**config.mk**
```make
export PLATFORM = sky130hd
export DESIGN_NAME = dramstore_scheduler
export DESIGN_NICKNAME = d
export VERILOG_FILES = /design/src/rtl/sp_types_pkg.sv /design/src/rtl/rr_arbiter4.sv /design/src/rtl/dramstore_scheduler.sv
export SDC_FILE = /design/constraint.sdc
export NUM_CORES = 1
export LEC_CHECK = 0
export CAP_MARGIN = 20
export CORE_AREA = 2 2 191 193
export CTS_CLUSTER_SIZE = 14
export DETAILED_ROUTE_END_ITERATION = 16
export DIE_AREA = 0 0 193 195
export DONT_BUFFER_PORTS = 1
export SLEW_MARGIN = 40
export SYNTH_ARGS = -nofsm -noshare
export SYNTH_HDL_FRONTEND = slang
export SYNTH_SLANG_ARGS = --single-unit
```
**constraint.sdc**
```tcl
create_clock -name CLK -period 2.5 [get_ports CLK]
set_input_delay 0.25 -clock CLK [delete_from_list [all_inputs] [get_ports CLK]]
set_output_delay 0.25 -clock CLK [all_outputs]
set_load 0.01 [all_outputs]
```
**src/rtl/sp_types_pkg.sv**
```systemverilog
// rtl/sp_types_pkg.sv - shared scratchpad types for the DRAM store scheduler
package sp_types_pkg;

  localparam int WORD_W            = 32;
  localparam int BITS_PER_ROW      = 64;
  localparam int DRAMSCHED_TIMEOUT = 1024;

  typedef struct packed {
    logic [WORD_W-1:0]       addr;
    logic [BITS_PER_ROW-1:0] data;
  } dramFIFO_t;

  typedef enum logic [1:0] {
    IDLE = 2'd0,
    REQ  = 2'd1,
    DONE = 2'd2
  } dramsched_state_t;

  // Round-robin successor; 2-bit arithmetic gives the 3 -> 0 wrap.
  function automatic logic [1:0] rr_next(input logic [1:0] idx);
    return idx + 2'd1;
  endfunction

endpackage

```
**src/rtl/rr_arbiter4.sv**
```systemverilog
// rtl/rr_arbiter4.sv - combinational 4-way round-robin priority select
module rr_arbiter4 (
  input  logic [3:0] req,
  input  logic [1:0] rr_ptr,
  output logic       gnt_valid,
  output logic [1:0] gnt_idx
);

  logic [1:0] cand;

  // Walk from the farthest offset down so the one nearest rr_ptr wins last.
  always_comb begin
    gnt_valid = 1'b0;
    gnt_idx   = 2'd0;
    cand      = 2'd0;
    for (int i = 3; i >= 0; i--) begin
      cand = rr_ptr + 2'(i);
      if (req[cand]) begin
        gnt_valid = 1'b1;
        gnt_idx   = cand;
      end
    end
  end

endmodule

```
**src/rtl/dramstore_scheduler.sv**
```systemverilog
// rtl/dramstore_scheduler.sv - round-robin drain of four DRAM store FIFOs onto one store port
module dramstore_scheduler
  import sp_types_pkg::*;
#(
  parameter int NUM_FIFOS      = 4,
  parameter int TIMEOUT_CYCLES = DRAMSCHED_TIMEOUT
) (
  input  logic                    CLK,
  input  logic                    nRST,
  input  logic                    dramFIFO0_empty,
  input  logic                    dramFIFO1_empty,
  input  logic                    dramFIFO2_empty,
  input  logic                    dramFIFO3_empty,
  input  dramFIFO_t               dramFIFO0_rdata,
  input  dramFIFO_t               dramFIFO1_rdata,
  input  dramFIFO_t               dramFIFO2_rdata,
  input  dramFIFO_t               dramFIFO3_rdata,
  input  logic                    sStore_hit,
  output logic                    dramFIFO0_REN,
  output logic                    dramFIFO1_REN,
  output logic                    dramFIFO2_REN,
  output logic                    dramFIFO3_REN,
  output logic                    sStore,
  output logic [WORD_W-1:0]       store_addr,
  output logic [BITS_PER_ROW-1:0] store_data,
  output logic                    store_complete,
  output logic [1:0]              grant_id,
  output logic                    busy,
  output logic                    timeout_err
);

  localparam int              CW      = $clog2(TIMEOUT_CYCLES + 1);
  localparam logic [CW-1:0]   CNT_LIM = CW'(TIMEOUT_CYCLES - 1);

  dramsched_state_t     state, state_nxt;
  logic [1:0]           rr_ptr;
  logic [CW-1:0]        cnt;
  logic [NUM_FIFOS-1:0] req_vec;
  logic [NUM_FIFOS-1:0] ren_vec;
  logic                 gnt_valid;
  logic [1:0]           gnt_idx;
  dramFIFO_t            head;

  assign req_vec = ~{dramFIFO3_empty, dramFIFO2_empty, dramFIFO1_empty, dramFIFO0_empty};

  rr_arbiter4 u_arb (
    .req       (req_vec),
    .rr_ptr    (rr_ptr),
    .gnt_valid (gnt_valid),
    .gnt_idx   (gnt_idx)
  );

  always_comb begin
    case (gnt_idx)
      2'd0:    head = dramFIFO0_rdata;
      2'd1:    head = dramFIFO1_rdata;
      2'd2:    head = dramFIFO2_rdata;
      default: head = dramFIFO3_rdata;
    endcase
  end

  always_ff @(posedge CLK or negedge nRST) begin
    if (!nRST) state <= IDLE;
    else       state <= state_nxt;
  end

  always_comb begin
    state_nxt = state;
    case (state)
      IDLE:    if (gnt_valid)  state_nxt = REQ;
      REQ:     if (sStore_hit) state_nxt = DONE;
      DONE:    state_nxt = IDLE;
      default: state_nxt = IDLE;
    endcase
  end

  always_comb begin
    sStore         = 1'b0;
    store_complete = 1'b0;
    busy           = 1'b0;
    ren_vec        = '0;
    case (state)
      IDLE: if (gnt_valid) ren_vec[gnt_idx] = 1'b1;
      REQ: begin
        sStore = 1'b1;
        busy   = 1'b1;
      end
      DONE: begin
        store_complete = 1'b1;
        busy           = 1'b1;
      end
      default: ;
    endcase
  end

  assign dramFIFO0_REN = ren_vec[0];
  assign dramFIFO1_REN = ren_vec[1];
  assign dramFIFO2_REN = ren_vec[2];
  assign dramFIFO3_REN = ren_vec[3];

  // Popped entry is captured at the pop so the FIFO head may move on freely.
  always_ff @(posedge CLK or negedge nRST) begin
    if (!nRST) begin
      store_addr  <= '0;
      store_data  <= '0;
      grant_id    <= 2'd0;
      rr_ptr      <= 2'd0;
      cnt         <= '0;
      timeout_err <= 1'b0;
    end else begin
      case (state)
        IDLE: begin
          if (gnt_valid) begin
            store_addr <= head.addr;
            store_data <= head.data;
            grant_id   <= gnt_idx;
          end
        end
        REQ: begin
          if (!sStore_hit) begin
            if (cnt == CNT_LIM) timeout_err <= 1'b1;
            else                cnt         <= cnt + 1'b1;
          end
        end
        DONE: begin
          rr_ptr <= rr_next(grant_id);
          cnt    <= '0;
        end
        default: ;
      endcase
    end
  end

endmodule

```
After elaboration in Yosys (flattened, before gate mapping)

Cells that the tools add are included.

Flip-flop bits (word level): 114
Bits of input ports: 391
Output and inout bits: 106
Word-level logic and storage cells: 68

Add/sub/neg operators: 5
Order comparisons: 6
Eq/ne operators: 9
Multiplexer cells: 30
Bitwise operators: 2
Reduce and logical (&&, ||, !) cells: 9

Operators by type and width:

| kind                                                | number |
|---|---|
| case mux 96 bit (3 select lines)                    | 1 |
| two-way mux 11 bit                                  | 2 |
| case mux 11 bit (2 select lines)                    | 1 |
| < comparator 2 x 3 -> 1 bit, second input constant  | 5 |
| two-way mux 1 bit                                   | 12 |
| two-way mux 2 bit                                   | 6 |
| adder 11 x 1 -> 11 bit, second input constant       | 1 |
| == test 11 x 10 -> 1 bit, second input constant     | 1 |
| binary-select mux 1 bit (select 2 bit)              | 4 |
| two-way mux 4 bit                                   | 2 |
| inequality test 2 bit, second input constant        | 4 |
| AND reduction 3 bit                                 | 2 |
| adder 2 x 1 -> 2 bit, second input constant         | 2 |
| adder 2 bit, second input constant                  | 2 |
| == test 2 x 1 -> 1 bit, second input constant       | 2 |
| == test 2 bit, second input constant                | 2 |
| zero test 2 bit                                     | 2 |
| inverter 4 bit                                      | 1 |
| case mux 2 bit (2 select lines)                     | 1 |
| AND reduction 2 bit                                 | 2 |
| demux 1 bit (select 2 bit)                          | 1 |
| >= comparator 2 x 1 -> 1 bit, second input constant | 1 |
| nonzero test 2 bit                                  | 1 |
| OR reduction 2 bit                                  | 1 |
| 2 further kinds                                     | 2 |

Depth between registers and ports, before layout

Depth in word-level cells: 13
Gate-level depth with buffers: 9
Gate-level depth less buffers: 7

Hierarchy

Synthesis repeated with hierarchy kept, for this count alone.

Cell total of the unflattened synthesis: 456
Area, all modules: 6993.0 µm²

By module, submodules not included:

| module              | times used | cells an instance | area each (µm²) | seq. area each (µm²) |
|---|---|---|---|---|
| dramstore_scheduler | 1          | 443               | 6915.4          | 2852.7 |
| rr_arbiter4         | 1          | 13                | 77.6            | 0.0 |

Worst setup path after synthesis

OpenSTA, ideal clock, no wires.

Path type: reg-to-reg
From: reg state[0]
To: reg cnt[9]
Setup time: 128 ps
Arrival time: 1818 ps
Data required time: 2372 ps
Slack: 553 ps
Stages on the path, launching flop included: 8
Buffers on the path: 1
Clock period less this slack: 1947 ps
Cells stage by stage: dfrtp_1 > inv_1 > ha_1 > clkbuf_1 > nand2_1 > a2111oi_0 > xnor2_1 > nor2_1

Cells in the longest elaborated chain, start to end: 3

RTL lines:

| item                                                                         | RTL line                   | source |
|---|---|---|
| start: declaration                                                           | dramstore_scheduler.sv:35  | `dramsched_state_t state, state_nxt;` |
| start signal: assignment                                                     | dramstore_scheduler.sv:64  | `else state <= state_nxt;` |
| == test 2 x 1 -> 1 bit / == test 2 bit (equally long branches)               | dramstore_scheduler.sv:111 | `case (state)` |
| inequality test 2 bit (no line) / nonzero test 2 bit (equally long branches) | n/a                        |  |
| AND reduction 3 bit (no line)                                                | n/a                        |  |
| end signal: assignment                                                       | dramstore_scheduler.sv:122 | `else cnt <= cnt + 1'b1;` |
| end: declaration                                                             | dramstore_scheduler.sv:37  | `logic [CW-1:0] cnt;` |

Several ways; a longest one is shown, not always the timed one.
A chain may end at the register's enable or synchronous reset.

Worst setup path after layout

From: reg state[1]
To: reg cnt[9]

Same word-level chain as after synthesis.

==> flow_summary_export.csv <==
group,metric,value,unit
drt,detail_route.wl_per_cell,22.8,um
sta,fin_crit,2.27,ns
drt,finalWirelength,28.0,mm
yosys,netlist_area,7630,um^2
critical_path,crit_path_start_kind,"flip-flop",
die,fp.coreArea,35400,um^2
yosys,ys_seq_area_share,37.4,%
cells_and_area,seqCellArea,2850,um^2
global_route,grt_start_max_net_pins,115,
critical_path,path_buf_inv,1,
global_route,grt_antenna_before_repair,5,
yosys,synth-seq-cells,114,
sta,rsz0062_at_grt,"no",
sta,clock_skew,0.00910,ns
sta,drv_slew,0,
cts,post_cts_buffers,0,
sta,final_hold_viol_count,114,
die,die_h,195,um
drt,drt_iter0_drc,315,
drt,ant_nets,0,
drt,drt_pass1_iterations,5,
cells_and_area,drive_gt1_share,14.5,%
cts,root_buffer,"clkbuf_16",
run_status,status,"finished, violations left",
critical_path,cp_top_family,"compound AO/OA/AOI/OAI gates",
yosys,ys_warn_count,0,
cts,htree_levels,4,
hold_path,min_path_type,"input pin to asynchronous set/reset pin",
yosys,syn-num-nets,1166,
sta,hold_ws,-0.482,ns
sta,slew_headroom,60.8,%
yosys,synth_top_area_share,37.4,%
cts,clkSlewWorstSetupHoldPaths,0.06,ns
sta,clock.fmax,441,MHz
yosys,synth_top_area_cell,"dfrtp_1",
cells_and_area,area_growth,15.0,%
cts,numCtsBuffers,17,
pwr,ir_drop,0.454,mV
die,fp.dieW,193,um
global_route,grt_pass1_vias,6573,
cells_and_area,fin_nets,1143,
critical_path,crit_path_top_delay_cell,"a2111oi_0",
placed_design,gp_congestion,0.838,
cts,cts_tree,"built",
global_route,grt_pass1_wl,40.1,mm
placed_design,portBuffers,0,
cts,cts.sinks,114,
yosys,synth_area_leaders,"dfrtp_1 (37%), mux2i_1 (13%), a211oi_1 (9.8%)",
drt,viasPerCell,5.25,
yosys,avgSynthCellArea,9.90,um^2
run_status,violations,"hold timing",
run,drv_cap,0,
pwr,leakagePower,0.00348,uW
drt,drc_errors,0,
yosys,synth_cell_type_count,39,
die,io_pins,497,
sta,setup_viol,0,
critical_path,cp_data_required_time,2.79,ns
global_route,grt_usage,14.3,%
die,initial_core_util,21.6,%
sta,tns,0,ns
cts,clock_path_buffers,2,
sta,period_share,90.7,%
yosys,syn_inst,771,
critical_path,critPathMaxFanout,6,
placed_design,dp_hpwl,21.2,mm
critical_path,arrival,2.55,ns
critical_path,endpoint_kind,"flip-flop",
cells_and_area,fillers,3825,
sta,tightest_slew,0.587,ns
critical_path,path_cells,"inv_1 > ha_1 > and2b_1 > o2111ai_1 > a2111oi_0 > xnor2_1 > nor2_1",
global_route,grt-ovfl-total,0,
pwr,total_power,11700,uW
critical_path,critPathKind,"flip-flop to flip-flop",
pwr,power_per_cell_area,1340,nW/um^2
cts,ctsHoldBuffers,3,
cts,clock_latency,0.42,ns
critical_path,max_stage_delay,0.55,ns
die,die_area,37600,um^2
die,rows,69,
drt,via_count,6442,
cells_and_area,multi_input_area,4350,um^2
cts,cts_resized,0,
-- Yosys cell counts --
cell type and count:
o2111ai_1 1, and3_1 2, a221oi_1 58, dfrtp_1 114, and2b_1 1, nor4_1 1
nor3_1 2, or3_1 1, nand4_1 4, nand2b_1 2, o31ai_1 1, buf_4 8
inv_1 4, a21o_1 2, buf_1 1, o221ai_2 1, clkbuf_1 43, a211oi_2 1
a211oi_1 100, and2_1 98, nor2_1 110, or2_1 1, nand3_1 2, buf_2 9
nor4_4 1, buf_6 15, nand2_1 16, nand3b_1 1, a2111o_1 1, a221oi_2 38
o21ai_0 5, nor2_2 1, a21oi_1 13, mux2i_1 96, nor2b_1 2, a2111oi_0 1
ha_1 4, xnor2_1 9, o21a_1 1
-- final cells by class --
type	count	share of cell area (%)
Multi-Input combinational cell	577	49.6
Sequential cell	114	32.5
Tap cell	461	6.57
Clock buffer	20	5.31
Timing Repair Buffer	34	4.56
Clock inverter	12	1.23
Inverter	4	0.171
Antenna cell	4	0.114
-- worst register-to-register path, stage by stage (launching register included) --
cell	delay, ns
dfrtp_1	0.40
inv_1	0.09
ha_1	0.32
and2b_1	0.30
o2111ai_1	0.24
a2111oi_0	0.55
xnor2_1	0.18
nor2_1	0.05
-- kinds of logic after synthesis --
kind of cell             count (synthesis)  share of synthesized area, %
AO/OA/AOI/OAI                          223                          26.3
XOR/XNOR                                 9                          1.03
multiplexers                            96                          12.6
adder cells (fa/ha/maj)                  4                         0.656
flip-flops                             114                          37.4
AND/OR/NAND/NOR                        245                          16.1
buffers and inverters                   80                          5.95
-- layout by cell type, fill, tap and decap left out, types with 2 or more instances in the layout --
cell type	Yosys	routed
ha_1	4	4
dlygate4sd3_1	0	3
nor3_1	2	2
xnor2_1	9	9
a221oi_2	38	38
mux2i_1	96	96
clkinv_4	0	3
nand3_1	2	2
a221oi_1	58	58
clkbuf_8	0	3
buf_12	0	11
clkinv_2	0	4
nor2b_1	2	2
nor2_1	110	110
and2_1	98	97
a211oi_1	100	100
nand2_1	16	14
o21ai_0	5	5
nand2b_1	2	2
nand4_1	4	4
clkbuf_16	0	17
and3_1	2	2
inv_1	4	4
a21oi_1	13	13
dfrtp_1	114	114
diode_2	0	4
buf_4	8	20
clkinvlp_4	0	3
-- stage by stage --
step | cells | worst slack (ns) | area (um^2) | utilization, % | hold WS (ns)
floorplan | 771 | 0.553 | 7630 | - | -0.0456
global placement | 1187 | 0.345 | 8170 | 23.1 | -0.0427
detailed placement | 1187 | 0.249 | 8170 | 23.1 | -0.0428
CTS | 1222 | 0.163 | 8770 | 24.8 | -0.524
global route | 1226 | 0.0643 | 8780 | 24.8 | -0.524
finish | 1226 | 0.232 | 8780 | 24.8 | -0.482
-- report_power, final --
| part | switching (uW) | internal, uW |
|---|---|---|
| registers | 1220 | 2740 |
| clock network | 966 | 1440 |
| logic | 3230 | 2120 |
-- path summary, 6_finish.rpt --
| kind | start | depth (start not counted) | slack [ns] | end |
|---|---|---|---|---|
| max | state[1]$_DFFE_PN0P_ | 7 | 0.23 | cnt[9]$_DFFE_PN0P_ |
| min | nRST | 0 | -0.48 | store_data[2]$_DFFE_PN0P_ |
| max reg2reg | state[1]$_DFFE_PN0P_ | 7 | 0.23 | cnt[9]$_DFFE_PN0P_ |
| min reg2reg | cnt[7]$_DFFE_PN0P_ | 2 | 0.55 | cnt[7]$_DFFE_PN0P_ |
| max in group asynchronous | nRST | 0 | 2.79 | store_data[60]$_DFFE_PN0P_ |
| min in group CLK | dramFIFO1_rdata[84] | 2 | 0.05 | store_addr[20]$_DFFE_PN0P_ |
-- routing by layer --
metal	part of all wire (%)	track usage (%)	vias to the layer above
met1	38	15.7	3169
met2	51	24.8	346
li1	-	-	2880
met3	7.9	4.49	45
met5	0.046	0	-
met4	3.8	6.96	2
-- flip-flops by register name, summed over array words and instances (netlist names) --
register,cells
state,2
cnt,11
store_addr,32
timeout_err,1
rr_ptr,2
grant_id,2
store_data,64
(Power assumes the default switching activity.)
